--- config.mk ---
export PLATFORM = sky130hd
export DESIGN_NAME = mem_noc_arbiter
export DESIGN_NICKNAME = d
export VERILOG_FILES = /design/src/rtl/mem_noc_arb_pkg.sv /design/src/rtl/mem_noc_rr_pick.sv /design/src/rtl/mem_noc_arbiter.sv
export SDC_FILE = /design/constraint.sdc
export NUM_CORES = 1
export LEC_CHECK = 0
export ABC_CLOCK_PERIOD_IN_PS = 1890
export CAP_MARGIN = 5
export CORE_UTILIZATION = 26
export CTS_BUF_LIST = sky130_fd_sc_hd__clkbuf_4 sky130_fd_sc_hd__clkbuf_8
export DETAILED_ROUTE_END_ITERATION = 16
export GPL_TIMING_DRIVEN = 0
export PLACE_DENSITY = 0.83
export SLEW_MARGIN = 15
export SYNTH_ARGS = -nofsm -noshare
export SYNTH_HDL_FRONTEND = slang
export SYNTH_SLANG_ARGS = --single-unit
--- constraint.sdc ---
create_clock -name clk -period 1.89 [get_ports clk]
set_input_delay 0.189 -clock clk [delete_from_list [all_inputs] [get_ports clk]]
set_output_delay 0.189 -clock clk [all_outputs]
set_load 0.005 [all_outputs]
--- src/rtl/mem_noc_arb_pkg.sv ---
// Shared types and helpers for the memory-side NoC arbiter.
`ifndef NOC_DATA_WIDTH
`define NOC_DATA_WIDTH 64
`endif

package mem_noc_arb_pkg;

  typedef enum logic {IDLE = 1'b0, BUSY = 1'b1} arb_state_e;

  localparam int unsigned DATA_W_DEF  = `NOC_DATA_WIDTH;
  localparam int unsigned LEN_LSB_DEF = 22;
  localparam int unsigned LEN_W_DEF   = 8;
  // Widest header the length extractor accepts; narrower flits are zero-extended.
  localparam int unsigned HDR_MAX_W   = 128;

  // Payload length (flits after the header) carried in a header flit.
  function automatic logic [31:0] get_len(input logic [HDR_MAX_W-1:0] hdr,
                                          input int unsigned lsb,
                                          input int unsigned w);
    logic [31:0] mask;
    mask = (w >= 32) ? 32'hFFFF_FFFF : ((32'd1 << w) - 32'd1);
    return 32'(hdr >> lsb) & mask;
  endfunction

endpackage

--- src/rtl/mem_noc_rr_pick.sv ---
// Two-way picker: boot traffic may take strict priority, otherwise
// round-robin on ties against the last granted requester.
module mem_noc_rr_pick (
  input  logic [1:0] val,
  input  logic       last_grant,
  input  logic       boot_prio,
  output logic [1:0] win
);

  // One-hot winner; zero when nobody is requesting
  always_comb begin
    win = 2'b00;
    if (boot_prio && val[1])  win = 2'b10;
    else if (val == 2'b11)    win = last_grant ? 2'b01 : 2'b10;
    else                      win = val;
  end

endmodule

--- src/rtl/mem_noc_arbiter.sv ---
// Packet-atomic 2:1 flit arbiter feeding the memory-side async FIFO.
// Headers pass through combinationally; a multi-flit packet locks the
// output to its owner until the last flit. No flit storage.
module mem_noc_arbiter
  import mem_noc_arb_pkg::*;
#(
  parameter int unsigned DATA_W  = DATA_W_DEF,
  parameter int unsigned LEN_LSB = LEN_LSB_DEF,
  parameter int unsigned LEN_W   = LEN_W_DEF
)(
  input  logic              clk,
  input  logic              rst_n,
  input  logic              boot_prio,
  input  logic              in0_val,
  input  logic [DATA_W-1:0] in0_data,
  output logic              in0_rdy,
  input  logic              in1_val,
  input  logic [DATA_W-1:0] in1_data,
  output logic              in1_rdy,
  output logic              out_val,
  output logic [DATA_W-1:0] out_data,
  input  logic              out_rdy,
  output logic [1:0]        grant,
  output logic              busy
);

  arb_state_e       state, state_nx;
  logic [LEN_W-1:0] rem, rem_nx;
  logic             owner, owner_nx;
  logic             last_grant, last_grant_nx;
  logic [1:0]       win, sel;
  logic             xfer;
  logic [LEN_W-1:0] hdr_len;

  mem_noc_rr_pick u_pick (
    .val        ({in1_val, in0_val}),
    .last_grant (last_grant),
    .boot_prio  (boot_prio),
    .win        (win)
  );

  // Length field of whatever flit is on the output; only used in IDLE
  assign hdr_len = LEN_W'(get_len(HDR_MAX_W'(out_data), LEN_LSB, LEN_W));

  // State register; last_grant resets to 1 so requester 0 wins the first tie
  always_ff @(posedge clk or negedge rst_n) begin
    if (!rst_n) begin
      state      <= IDLE;
      rem        <= '0;
      owner      <= 1'b0;
      last_grant <= 1'b1;
    end else begin
      state      <= state_nx;
      rem        <= rem_nx;
      owner      <= owner_nx;
      last_grant <= last_grant_nx;
    end
  end

  // Next state: open a packet on a non-empty header, count body flits down
  always_comb begin
    state_nx      = state;
    rem_nx        = rem;
    owner_nx      = owner;
    last_grant_nx = last_grant;
    if (xfer) begin
      if (state == IDLE) begin
        last_grant_nx = sel[1];
        if (hdr_len != '0) begin
          state_nx = BUSY;
          rem_nx   = hdr_len;
          owner_nx = sel[1];
        end
      end else begin
        rem_nx = rem - LEN_W'(1);
        if (rem == LEN_W'(1)) state_nx = IDLE;
      end
    end
  end

  // Outputs: route the owner (BUSY) or the live winner (IDLE); reset kills handshakes
  always_comb begin
    sel      = (state == BUSY) ? {owner, ~owner} : win;
    grant    = sel;
    busy     = (state == BUSY);
    out_val  = rst_n & |(sel & {in1_val, in0_val});
    out_data = sel[1] ? in1_data : (sel[0] ? in0_data : '0);
    in0_rdy  = rst_n & sel[0] & out_rdy;
    in1_rdy  = rst_n & sel[1] & out_rdy;
    xfer     = out_val & out_rdy;
  end

endmodule

==> flow_summary.ini, run 1 <==
[synth]
yosysTopAreaCell = a22o_1
synth_cells = 174
synthFlopType = dfrtp_1
synth_top_area_share_pct = 35.0
syn_nets = 310
synth.most_common_cell = a22o_1
synth_common_cells = a22o_1, buf_2, dfrtp_1, nand2_1, a22oi_1
synth_area_leaders = a22o_1, dfrtp_1, a22oi_1
yosys_register_bits = 11
yosys_warnings = 0
netlist_area_um2 = 1550
syn_area_per_cell_um2 = 8.92
ys_seq_area_share_pct = 17.8
synth_edf_count = 0
async_flop_share_pct = 100
synth_cell_type_count = 45

[detailed_routing]
dr.first_iter.drc_count = 154
drt-total-wl_um = 9920
vias = 2631
drc = 0
postRouteAntennaNets = 0
drtPass1Iterations = 4
viasPerCell = 5.39
wl_per_cell_um = 20.3

[power_and_ir_drop]
seq_power_share_pct = 19.6
power_switching_mw = 0.459
p_leak_nw = 1.82
p_sw_share_pct = 31.7
combPwrFrac_pct = 62.6
p_per_area_nw_per_um2 = 366
p_total_mw = 1.45
ir_drop_mv = 0.429
p_int_mw = 0.991
clkPwrFrac_pct = 17.7

[run_status]
status = complete, but fails checks
violations = setup timing

[critical_path]
path_cells = nor2b_2 > o221a_4 > buf_6 > buf_6 > a22oi_4 > nor3_4 > mux2_4
arrival_ps = 2170
cp_max_fo = 5
required_ps = 2010
critPathLaunchType = register
slowest_delay_ps = 530
critical_path.reg2reg.startpoint = last_grant
cp_num_buf_inv = 2
crit_path_end_kind = register
reg2reg_to = owner
ff2ff_path_depth = 7
crit_path_frequent_cell = buf_6
cpLargestDelayFamily = flip-flops
r2r_slack_ps = -160
crit_slowest_cell = dfstp_2
crit_type = register to register

[timing]
clock.fmax_ghz = 0.487
hold_viol_final = 0
worstMarginPinSlew_ps = 577
finalWorstSetupSlack_ps = -162
rsz0062_at_grt = yes
fin_setup_tns_ps = -6120
fin_crit_ps = 2050
fin_skew_ps = 3.35
maxSlewHeadroom_pct = 61.5
finalMaxSlewViolations = 0
setup_viol = 71
finalCritPeriodShare_pct = 109

[layout]
regArea_um2 = 277
diodes = 0
nFillCells = 453
area_growth_pct = 155
multi_input_area_um2 = 1240
layout.nets = 553
final_cells = 488
drive_gt1_share_pct = 36.8
fin_util_pct = 70.2

[floorplan]
io_pins = 204
die_w_um = 79.3
core_area_um2 = 5640
fp.dieH_um = 79.3
num_rows = 27
dieArea_um2 = 6280
initial_core_util_pct = 27.5

[clock_network]
clk_latency_ps = 240
cts_tree = yes
clock_path_buffers = 2
cts-root-buf = clkbuf_8
htree_num_levels = 1
cts_buffers = 3
clk_pin_slew_worst_paths_ps = 50
clock-sinks = 11

[min_path]
holdCritPathClass = primary input to asynchronous set/reset pin

[global_route]
antenna_found_initial = 0
grt_max_degree = 11
grt_pass1_vias = 2675
grt_pass1_wl_um = 13800
track_usage_pct = 28.8
grt-ovfl-total = 0

[place]
portBuffers = 203
place_inst = 449
place_ws_ps = -751
hpwl_um = 7200
place_congestion = 0.861

[flow_run]
drv_cap = 0
==> power groups by stage <==
stage / sequential [mW] / combinational, mW / clock (mW)
after global routing: 0.285 / 0.961 / 0.269
after detailed placement: 0.282 / 0.876 / 0
after CTS: 0.279 / 0.868 / 0.256
after global placement: 0.282 / 0.866 / 0
final: 0.285 / 0.909 / 0.257
after floorplan: 0.277 / 0.289 / 0
==> area by class of cell <==
class                   instances  share of cell area [%]
plain buffers                  16                    4.77
clock buffers                   4                    1.23
inverters                       8                   0.759
multi-input cells             138                    31.3
flip-flops and latches         11                    6.98
well taps                      72                    2.28
repair buffers                239                    52.7
==> stage by stage <==
step           hold slack, ps  area, um^2
2_1_floorplan            -107        1550
3_3_place_gp              550        3670
3_5_place_dp              554        3670
4_1_cts                  15.4        3850
5_1_grt                  26.0        3960
6_report                 22.6        3960
==> routing by layer <==
layer	track usage [%]	up-vias	part of all wire, %
li1	-	1206	-
met1	31.9	1237	38
met2	52.4	148	52
met3	5.52	40	5.6
met4	13.5	0	5.0
met5	0	-	0
==> worst max path at each step <==
stage                    start          end  cells past startpoint
finish              last_grant        owner                      7
global route        last_grant        owner                      7
CTS                       busy  out_data[7]                      7
detailed placement     in0_val  out_data[7]                      7
global placement       in0_val  out_data[7]                      7
floorplan           last_grant        owner                      5
==> state kept, by name, summed over array words and instances (netlist names) <==
signal / flops
owner: 1
last_grant: 1
rem: 8
busy: 1
==> kinds of logic after synthesis <==
logic type,share of synthesized area (%)
AND/OR/NAND/NOR,13.3
buffers and inverters,8.55
flip-flops,17.8
adder cells (fa/ha/maj),1.61
AO/OA/AOI/OAI,55.4
multiplexers,3.31
==> layout by cell type (no fill, tap or decap), types with 2 or more instances in the layout <==
| master | Yosys | layout |
|---|---|---|
| a22o_4 | 0 | 2 |
| nor2b_2 | 0 | 2 |
| nor2b_1 | 5 | 2 |
| nand2_1 | 10 | 9 |
| clkbuf_8 | 0 | 3 |
| ha_1 | 2 | 2 |
| nor2_1 | 3 | 2 |
| buf_4 | 2 | 15 |
| mux2_1 | 2 | 2 |
| inv_1 | 8 | 8 |
| clkbuf_4 | 0 | 2 |
| a22o_1 | 62 | 60 |
| buf_6 | 2 | 30 |
| a22oi_2 | 0 | 6 |
| dfrtp_1 | 10 | 10 |
| a22oi_1 | 9 | 3 |
| o21ai_1 | 7 | 7 |
| buf_2 | 13 | 65 |
| buf_8 | 0 | 5 |
| nor4_1 | 4 | 4 |
| clkdlybuf4s50_1 | 0 | 131 |
| a21oi_1 | 3 | 3 |
==> what timing repair did <==
action | CTS | global route
buffers inserted | 22 | 7
pin swaps | 26 | 38
hold buffers | 1 | 0
gates cloned | 8 | 0
resized for setup | 341 | 22
endpoints found under the hold margin | 10 | 0
endpoints found under the setup margin | 80 | 78
(Power assumes the default switching activity.)
==> run 2, diff against run 1 <==
--- a/config.mk
+++ b/config.mk
@@ -6,12 +6,13 @@
 export NUM_CORES = 1
 export LEC_CHECK = 0
 export ABC_CLOCK_PERIOD_IN_PS = 1890
-export CAP_MARGIN = 5
+export CAP_MARGIN = 0
 export CORE_UTILIZATION = 26
 export CTS_BUF_LIST = sky130_fd_sc_hd__clkbuf_4 sky130_fd_sc_hd__clkbuf_8
 export DETAILED_ROUTE_END_ITERATION = 16
 export GPL_TIMING_DRIVEN = 0
 export PLACE_DENSITY = 0.83
+export RECOVER_POWER = 50
 export SLEW_MARGIN = 15
 export SYNTH_ARGS = -nofsm -noshare
 export SYNTH_HDL_FRONTEND = slang
==> run 2 against run 1 <==
Net effect:
- the run still ends with setup timing left
- power hardly changed
- global-route usage stayed put
- first-iteration DRC count stayed put
- final area hardly changed
- maximum frequency stayed put
- critical path type unchanged
==> flow_summary.ini, run 2 (same netlist as run 1, synthesis figures left out) <==
[global_route]
antenna_found_initial = 0
grtUsageMet1_pct = 31.9
grt_pass1_wl_um = 13800
busiest_layer = met2
met3_usage_pct = 5.52
grt_max_degree = 11
grt_pass1_vias = 2675
track_usage_pct = 28.8
grt-ovfl-total = 0
globalRouteMet2Util_pct = 52.4

[floorplan]
fp.dieH_um = 79.3
io_pins = 204
initial_core_util_pct = 27.5
dieArea_um2 = 6280
die_w_um = 79.3
core_area_um2 = 5640
num_rows = 27

[clock_network]
cts_buffers = 3
htree_num_levels = 1
cts_tree = yes
clk_pin_slew_worst_paths_ps = 50
clock-sinks = 11
clock_path_buffers = 2
clk_latency_ps = 240
cts-root-buf = clkbuf_8

[critical_path]
slowest_delay_ps = 530
cp_max_fo = 5
cpLargestDelayFamily = flip-flops
crit_slowest_cell = dfstp_2
crit_path_frequent_cell = buf_6
critical_path.reg2reg.startpoint = last_grant
cp_num_buf_inv = 2
path_cells = nor2b_2 > o221a_4 > buf_6 > buf_6 > a22oi_4 > nor3_4 > mux2_4
crit_path_end_kind = register
cp-endpoint = owner
reg2reg_to = owner
cp-startpoint = last_grant
arrival_ps = 2170
ff2ff_path_depth = 7
r2r_slack_ps = -160
crit_cells = 7
required_ps = 2010
critPathLaunchType = register
crit_type = register to register

[power_and_ir_drop]
p_per_area_nw_per_um2 = 367
seq_power_share_pct = 19.6
clkPwrFrac_pct = 17.7
p_sw_share_pct = 31.7
p_leak_nw = 1.82
power_switching_mw = 0.459
combPwrFrac_pct = 62.6
p_int_mw = 0.991
p_total_mw = 1.45
ir_drop_mv = 0.429

[min_path]
holdCritPathClass = primary input to asynchronous set/reset pin

[detailed_routing]
drtPass1Iterations = 4
wl_per_cell_um = 20.3
postRouteAntennaNets = 0
viasPerCell = 5.39
drc = 0
dr.first_iter.drc_count = 154
vias = 2631
drt-total-wl_um = 9920

[place]
hpwl_um = 7200
place_ws_ps = -751
place_congestion = 0.861
portBuffers = 203
placed_cell_area_um2 = 3670
place_inst = 449

[timing]
finalCritPeriodShare_pct = 109
setup_viol = 71
fin_crit_ps = 2050
rsz0062_at_grt = yes
worstMarginPinSlew_ps = 577
finalMaxSlewViolations = 0
clock.fmax_ghz = 0.487
maxSlewHeadroom_pct = 61.4
fin_skew_ps = 3.35
hold_viol_final = 0
finalWorstSetupSlack_ps = -162

[layout]
diodes = 0
largest-register = rem
largest_reg_flops = 8
final_cells = 488
area_growth_pct = 155
final_cell_mix = clkdlybuf4s50_1, buf_2, a22o_1
fin_area_um2 = 3960
drive_gt1_share_pct = 36.5
layout.nets = 553
final_common_cell = clkdlybuf4s50_1

[flow_run]
drv_cap = 0

[run_status]
status = complete, but fails checks
violations = setup timing
run 2: cell count changes in the layout (fill, tap and decap cells not counted), sizes merged:
cell and change:
clkdlybuf4s15 -1, clkdlybuf4s25 +1
run 2: area by class of cell:
type                       count  area (um^2)
clock buffer                   4         48.8
buffer                        16          189
fill                         452         1680
tap                           72         90.1
sequential                    11          277
multi-input combinational    138         1240
timing repair buffer         239         2080
inverter                       8         30.0
run 2: timing repair:
item                       4_1_cts  5_1_grt
gates resized for setup        341       22
pin swaps                       26       38
buffers inserted                22        7
setup endpoints to repair       80       78
hold buffers                     1        0
hold endpoints to repair        10        0
cloned                           8        0
run 2: power by group through the flow:
stage               Sequential, mW  Clock (mW)  Combinational [mW]
finish                       0.285       0.257               0.909
global route                 0.285       0.269               0.961
CTS                          0.279       0.256               0.868
detailed placement           0.282           0               0.876
global placement             0.282           0               0.866
floorplan                    0.277           0               0.289
run 2: how the worst min path moves through the flow:
stage               slack [ps]   start  cells after the start    endpoint
global placement           550  rem[0]                      1      rem[0]
floorplan                 -110   rst_n                      0        busy
finish                     140   rst_n                      1  last_grant
detailed placement         550  rem[6]                      2      rem[6]
CTS                         20   rst_n                      1  last_grant
global route               150   rst_n                      1  last_grant
run 2: routing by layer:
layer	part of all wire, %	wire length, um
met1	38	3720
met3	5.6	551
met4	5.0	495
met5	0	0
met2	52	5150
run 2: metrics by stage:
| stage | utilization (%) | TNS [ps] | hold WS [ps] |
|---|---|---|---|
| 5_1_grt | 70.1 | -9570 | 155 |
| 4_1_cts | 68.3 | -7250 | 15.4 |
| 3_5_place_dp | 65.1 | -48890 | 554 |
| 2_1_floorplan | - | 0 | -107 |
| 3_3_place_gp | 65.1 | -47390 | 550 |
| 6_report | 70.1 | -6120 | 143 |
